[config.mk]
export PLATFORM = sky130hd
export DESIGN_NAME = booth_seq_multiplier
export DESIGN_NICKNAME = d
export VERILOG_FILES = /design/src/rtl/booth_mult_pkg.sv /design/src/rtl/booth_step.sv /design/src/rtl/booth_seq_multiplier.sv
export SDC_FILE = /design/constraint.sdc
export NUM_CORES = 1
export LEC_CHECK = 0
export BUFFER_PORTS_ARGS = -buffer_cell sky130_fd_sc_hd__buf_2
export CORE_ASPECT_RATIO = 0.5
export CORE_MARGIN = 4
export CORE_UTILIZATION = 32
export DETAILED_ROUTE_END_ITERATION = 8
export RECOVER_POWER = 50
export SETUP_SLACK_MARGIN = 0.1
export SLEW_MARGIN = 20
export SYNTH_ARGS = -nofsm -noshare
export SYNTH_HDL_FRONTEND = slang
export SYNTH_HIERARCHICAL = 1
export SYNTH_SLANG_ARGS = --single-unit
[constraint.sdc]
create_clock -name clk -period 3.8 [get_ports clk]
set_input_delay 0.19 -clock clk [delete_from_list [all_inputs] [get_ports clk]]
set_output_delay 0.19 -clock clk [all_outputs]
set_load 0.01 [all_outputs]
[src/rtl/booth_mult_pkg.sv]
// rtl/booth_mult_pkg.sv - shared types and constants for the sequential Booth multiplier
package booth_mult_pkg;

    typedef enum logic [1:0] {
        IDLE = 2'd0,
        RUN  = 2'd1,
        DONE = 2'd2
    } state_e;

    // Extra accumulator bits above the 2N-bit product in the MAC option
    localparam int ACC_GUARD = 4;

    function automatic int cnt_width(input int n);
        return $clog2(n + 2);
    endfunction

endpackage

[src/rtl/booth_step.sv]
// rtl/booth_step.sv - one radix-2 Booth iteration: conditional add/sub of A, then arithmetic shift
module booth_step #(
    parameter int N = 8
) (
    input  logic [N+1:0] upper_i,
    input  logic [N:0]   lower_i,
    input  logic         q_i,
    input  logic [N:0]   a_i,
    output logic [N+1:0] upper_o,
    output logic [N:0]   lower_o,
    output logic         q_o
);

    logic [N+1:0] a_ext;
    logic [N+1:0] sum;

    always_comb begin
        a_ext = {a_i[N], a_i};
        case ({lower_i[0], q_i})
            2'b01:   sum = upper_i + a_ext;
            2'b10:   sum = upper_i - a_ext;
            default: sum = upper_i;
        endcase
        // Shifting {sum, lower, q} right by one drops q and replicates the sign
        {upper_o, lower_o, q_o} = {sum[N+1], sum, lower_i};
    end

endmodule

[src/rtl/booth_seq_multiplier.sv]
// rtl/booth_seq_multiplier.sv - sequential radix-2 Booth multiplier, signed/unsigned per operand
// Optional multiply-accumulate output enabled by defining BOOTH_MAC_EN.
module booth_seq_multiplier
    import booth_mult_pkg::*;
#(
    parameter int N = 8
) (
    input  logic           clk,
    input  logic           rst,
    input  logic           start,
    input  logic [N-1:0]   a,
    input  logic [N-1:0]   b,
    input  logic           a_signed,
    input  logic           b_signed,
    output logic           ready,
    output logic           busy,
    output logic           done,
    output logic [2*N-1:0] result
`ifdef BOOTH_MAC_EN
    ,
    input  logic                     acc_clr,
    output logic [2*N+ACC_GUARD-1:0] acc
`endif
);

    localparam int CW = cnt_width(N);

    state_e           state_q, state_d;
    logic [N:0]       a_q, a_d;
    logic [N+1:0]     upper_q, upper_d;
    logic [N:0]       lower_q, lower_d;
    logic             qm_q, qm_d;
    logic [CW-1:0]    cnt_q, cnt_d;
    logic [2*N-1:0]   result_q, result_d;
    logic             done_q, done_d;
    logic             load;

    logic [N+1:0]     step_upper;
    logic [N:0]       step_lower;
    logic             step_q;
    logic [2*N-1:0]   product;

`ifdef BOOTH_MAC_EN
    logic                     sgn_q, sgn_d;
    logic [2*N+ACC_GUARD-1:0] acc_q, acc_d;
`endif

    booth_step #(.N(N)) u_step (
        .upper_i (upper_q),
        .lower_i (lower_q),
        .q_i     (qm_q),
        .a_i     (a_q),
        .upper_o (step_upper),
        .lower_o (step_lower),
        .q_o     (step_q)
    );

    // The exact product fits in 2N bits, so only the low slice of {upper, lower} is kept
    assign product = {upper_q[N-2:0], lower_q};

    always_comb begin
        state_d  = state_q;
        a_d      = a_q;
        upper_d  = upper_q;
        lower_d  = lower_q;
        qm_d     = qm_q;
        cnt_d    = cnt_q;
        result_d = result_q;
        done_d   = 1'b0;
        load     = 1'b0;
        case (state_q)
            IDLE: load = start;
            RUN: begin
                upper_d = step_upper;
                lower_d = step_lower;
                qm_d    = step_q;
                cnt_d   = cnt_q + CW'(1);
                if (cnt_q == CW'(N)) begin
                    state_d = DONE;
                end
            end
            DONE: begin
                result_d = product;
                done_d   = 1'b1;
                state_d  = IDLE;
                load     = start;
            end
            default: state_d = IDLE;
        endcase
        if (load) begin
            a_d     = {a_signed & a[N-1], a};
            upper_d = '0;
            lower_d = {b_signed & b[N-1], b};
            qm_d    = 1'b0;
            cnt_d   = '0;
            state_d = RUN;
        end
    end

    always_ff @(posedge clk or negedge rst) begin
        if (!rst) begin
            state_q  <= IDLE;
            a_q      <= '0;
            upper_q  <= '0;
            lower_q  <= '0;
            qm_q     <= 1'b0;
            cnt_q    <= '0;
            result_q <= '0;
            done_q   <= 1'b0;
        end else begin
            state_q  <= state_d;
            a_q      <= a_d;
            upper_q  <= upper_d;
            lower_q  <= lower_d;
            qm_q     <= qm_d;
            cnt_q    <= cnt_d;
            result_q <= result_d;
            done_q   <= done_d;
        end
    end

    assign ready  = (state_q != RUN);
    assign busy   = (state_q == RUN);
    assign done   = done_q;
    assign result = result_q;

`ifdef BOOTH_MAC_EN
    always_comb begin
        sgn_d = sgn_q;
        acc_d = acc_q;
        if (load) begin
            sgn_d = a_signed | b_signed;
        end
        if (acc_clr) begin
            acc_d = '0;
        end
        // Clear takes priority over the old total but not over the new product
        if (state_q == DONE) begin
            acc_d = acc_d + {{ACC_GUARD{sgn_q & product[2*N-1]}}, product};
        end
    end

    always_ff @(posedge clk or negedge rst) begin
        if (!rst) begin
            sgn_q <= 1'b0;
            acc_q <= '0;
        end else begin
            sgn_q <= sgn_d;
            acc_q <= acc_d;
        end
    end

    assign acc = acc_q;
`endif

endmodule

==> flow_summary.json <==
{
  "ys_ff_latch": 52,
  "fp.dieArea_um2": 10800,
  "use_met3": 0.0276,
  "cts_max_path_buffers": 2,
  "final-setup-viol-count": 0,
  "start_util": 0.331,
  "cp.depth": 11,
  "antenna_cells": 0,
  "crit_required_ns": 3.98,
  "synth.avg_cell_area_um2": 11.2,
  "period_minus_slack_ns": 2.87,
  "grt_first_pass_wirelength_um": 9850,
  "cts_resized": 0,
  "drv_slew": 53,
  "slew_headroom": -0.869,
  "drtIter0Drc": 93,
  "status": "finished with violations",
  "finalHoldViolations": 0,
  "finalSetupTns_ns": 0,
  "ys_seq_area_frac": 0.447,
  "layout.nets": 320,
  "dr.pass1.iters": 4,
  "grtUsageMet2": 0.191,
  "maxCapViolCount": 1,
  "grt_pass1_vias": 1941,
  "die_w_um": 143,
  "htreeDepth": 2,
  "routabilityCongestion": 0.835,
  "crit_chain": "nor3_2 -> nor3b_1 -> nor2_1 -> xnor2_1 -> ha_1 -> a21o_1 -> a21oi_2 -> o21ai_1 -> o31a_1 -> xnor2_1 -> a22o_1",
  "crit_buf_inv": 0,
  "antenna_found_initial": 0,
  "grt-busiest-layer": "met2",
  "grt_usage": 0.114,
  "cts_sinks": 52,
  "cts_root_buf": "clkbuf_16",
  "grt_max_degree": 53,
  "clk_pin_slew_ns": 0.07,
  "violations": "max-capacitance violations, max-slew violations",
  "core_area_um2": 8800,
  "power_density_nw_per_um2": 1080,
  "synth_cells": 261,
  "cpMostUsedCell": "xnor2_1",
  "crit_path_end_kind": "flip-flop",
  "vias": 1927,
  "drc": 0,
  "worstHoldPathCells": 2,
  "hold_class": "input pin to flip-flop",
  "max_freq_mhz": 349,
  "post-route-period-util": 0.754,
  "postCtsSetupBuffers": 0,
  "yosys.area.top_type": "dfrtp_1",
  "syn_nets": 296,
  "cts_made_buffers": 5,
  "grt_overflow": 0,
  "tightest_slew_ns": 2.80,
  "layout_common_cells": "dfrtp_1 (52), buf_2 (31), nand2_1 (30)",
  "synth_area_leaders": "dfrtp_1 (45%), mux2_4 (6.2%), ha_1 (5.6%), mux2_2 (5.0%), nand2_1 (3.9%)",
  "crit_slowest_cell": "dfrtp_1",
  "r2r_cells": 11,
  "cts_tree": "done",
  "final_common_cell": "dfrtp_1",
  "wl_um": 5830,
  "ys_types": 39,
  "synth-warning-count": 6,
  "die_y_um": 75.5,
  "drive_above_1_share": 0.255,
  "area_delta_synth_final_pct": 11.1,
  "syn_area_um2": 2910,
  "p_leak_nw": 1.53,
  "hold_buffers": 0,
  "startpoint_type": "flip-flop",
  "rsz0062_at_grt": "no",
  "grtUsageMet1": 0.150,
  "rows": 24,
  "fin_util": 0.368,
  "critical_path_class": "flip-flop to flip-flop",
  "path_max_fanout": 6,
  "critPathTopFamily": "compound AO/OA/AOI/OAI gates",
  "dpl.hpwl_um": 4180,
  "fin_worst_skew_ns": 0.00463,
  "port_buffers": 39,
  "boundaryPins": 40,
  "wl_per_cell_um": 14.5,
  "arrival_ns": 3.04,
  "viasPerCell": 4.78,
  "whs_ns": 0.130,
  "critPathMaxStageDelay_ns": 0.42,
  "max-vdd-ir-drop_uv": 307,
  "synth_top_area_frac": 0.447,
  "postRouteAntennaNets": 0,
  "clk_latency_ns": 0.29
}
==> metrics by stage <==
| stage | power [mW] | std cells | worst slack, ns | instance area, µm² |
|---|---|---|---|---|
| floorplan | 2.71 | 261 | 1.14 | 2910 |
| global placement | 2.97 | 395 | 1.12 | 3080 |
| finish | 3.50 | 403 | 0.934 | 3240 |
| CTS | 3.56 | 403 | 0.951 | 3250 |
| detailed placement | 3.02 | 395 | 0.965 | 3080 |
| global route | 3.82 | 403 | 0.676 | 3240 |
==> power by group <==
part           internal (mW)  total, mW  leakage [nW]  switching (mW)
Sequential             0.824       1.06         0.636           0.238
Combinational          0.939       1.92         0.808           0.982
Clock                  0.314      0.518        0.0815           0.205
Total                   2.08       3.50          1.53            1.42
==> final timing paths <==
check                          from  slack [ns]         end
max                          a_q[2]        0.93  upper_q[9]
min                            a[5]        0.13      a_q[5]
max reg2reg                  a_q[2]        0.93  upper_q[9]
min reg2reg                cnt_q[3]        0.49    cnt_q[3]
max in group asynchronous       rst        1.33      a_q[6]
min in group asynchronous       rst        0.89  lower_q[6]
==> cells in the mapped netlist <==
| cell type | n |
|---|---|
| ha_1 | 13 |
| buf_2 | 2 |
| nand2b_4 | 1 |
| o21ai_1 | 13 |
| nor2_1 | 7 |
| nor3_4 | 1 |
| o21bai_1 | 1 |
| inv_1 | 10 |
| nor3_1 | 2 |
| a311o_1 | 1 |
| nand3b_1 | 1 |
| nand2_1 | 30 |
| a21oi_2 | 4 |
| fa_1 | 1 |
| buf_4 | 14 |
| and2b_1 | 1 |
| clkbuf_1 | 1 |
| buf_6 | 6 |
| xnor2_1 | 11 |
| nand3_1 | 1 |
| o2111ai_1 | 1 |
| inv_2 | 1 |
| nand4_1 | 2 |
| mux2_2 | 13 |
| o21ai_0 | 10 |
| o31a_1 | 1 |
| a21oi_1 | 6 |
| dfrtp_1 | 52 |
| xor2_1 | 4 |
| a22o_1 | 12 |
| and2_4 | 1 |
| nor3b_1 | 1 |
| nor2b_1 | 2 |
| mux2_4 | 12 |
| mux2i_1 | 10 |
| a31oi_1 | 5 |
| nor3_2 | 1 |
| a21o_1 | 3 |
| nand2b_1 | 3 |
==> flip-flops by register name (all words and copies together) (netlist names) <==
signal	count
cnt_q	4
result	16
qm_q	1
done	1
a_q	9
state_q	2
lower_q	9
upper_q	10
==> final cells by class <==
| type | instances | area, µm² |
|---|---|---|
| clock buffer | 6 | 129 |
| clock inverter | 2 | 38.8 |
| fill | 882 | 5560 |
| inverter | 11 | 41.3 |
| multi-input combinational | 175 | 1390 |
| sequential | 52 | 1300 |
| tap | 117 | 146 |
| timing repair buffer | 40 | 189 |
==> kinds of logic after synthesis <==
| logic type | synth area share |
|---|---|
| xor gates and xnor gates | 0.0451 |
| AOI/OAI and AO/OA | 0.128 |
| muxes | 0.146 |
| DFF | 0.447 |
| and+or+nand+nor | 0.0924 |
| adders and majority gates | 0.0627 |
| buffers and inverters | 0.0782 |
==> routing by layer <==
metal / part of all wire / up-vias
met2: 0.47 / 26
li1: - / 948
met5: 0 / -
met3: 0.035 / 9
met1: 0.48 / 944
met4: 0.017 / 0
==> worst reg2reg max path, stage by stage (launching register included) <==
cell	delay [ns]
dfrtp_1	0.42
nor3_2	0.27
nor3b_1	0.34
nor2_1	0.09
xnor2_1	0.15
ha_1	0.36
a21o_1	0.22
a21oi_2	0.14
o21ai_1	0.10
o31a_1	0.30
xnor2_1	0.14
a22o_1	0.21
Power figures use the tool's default switching activity.
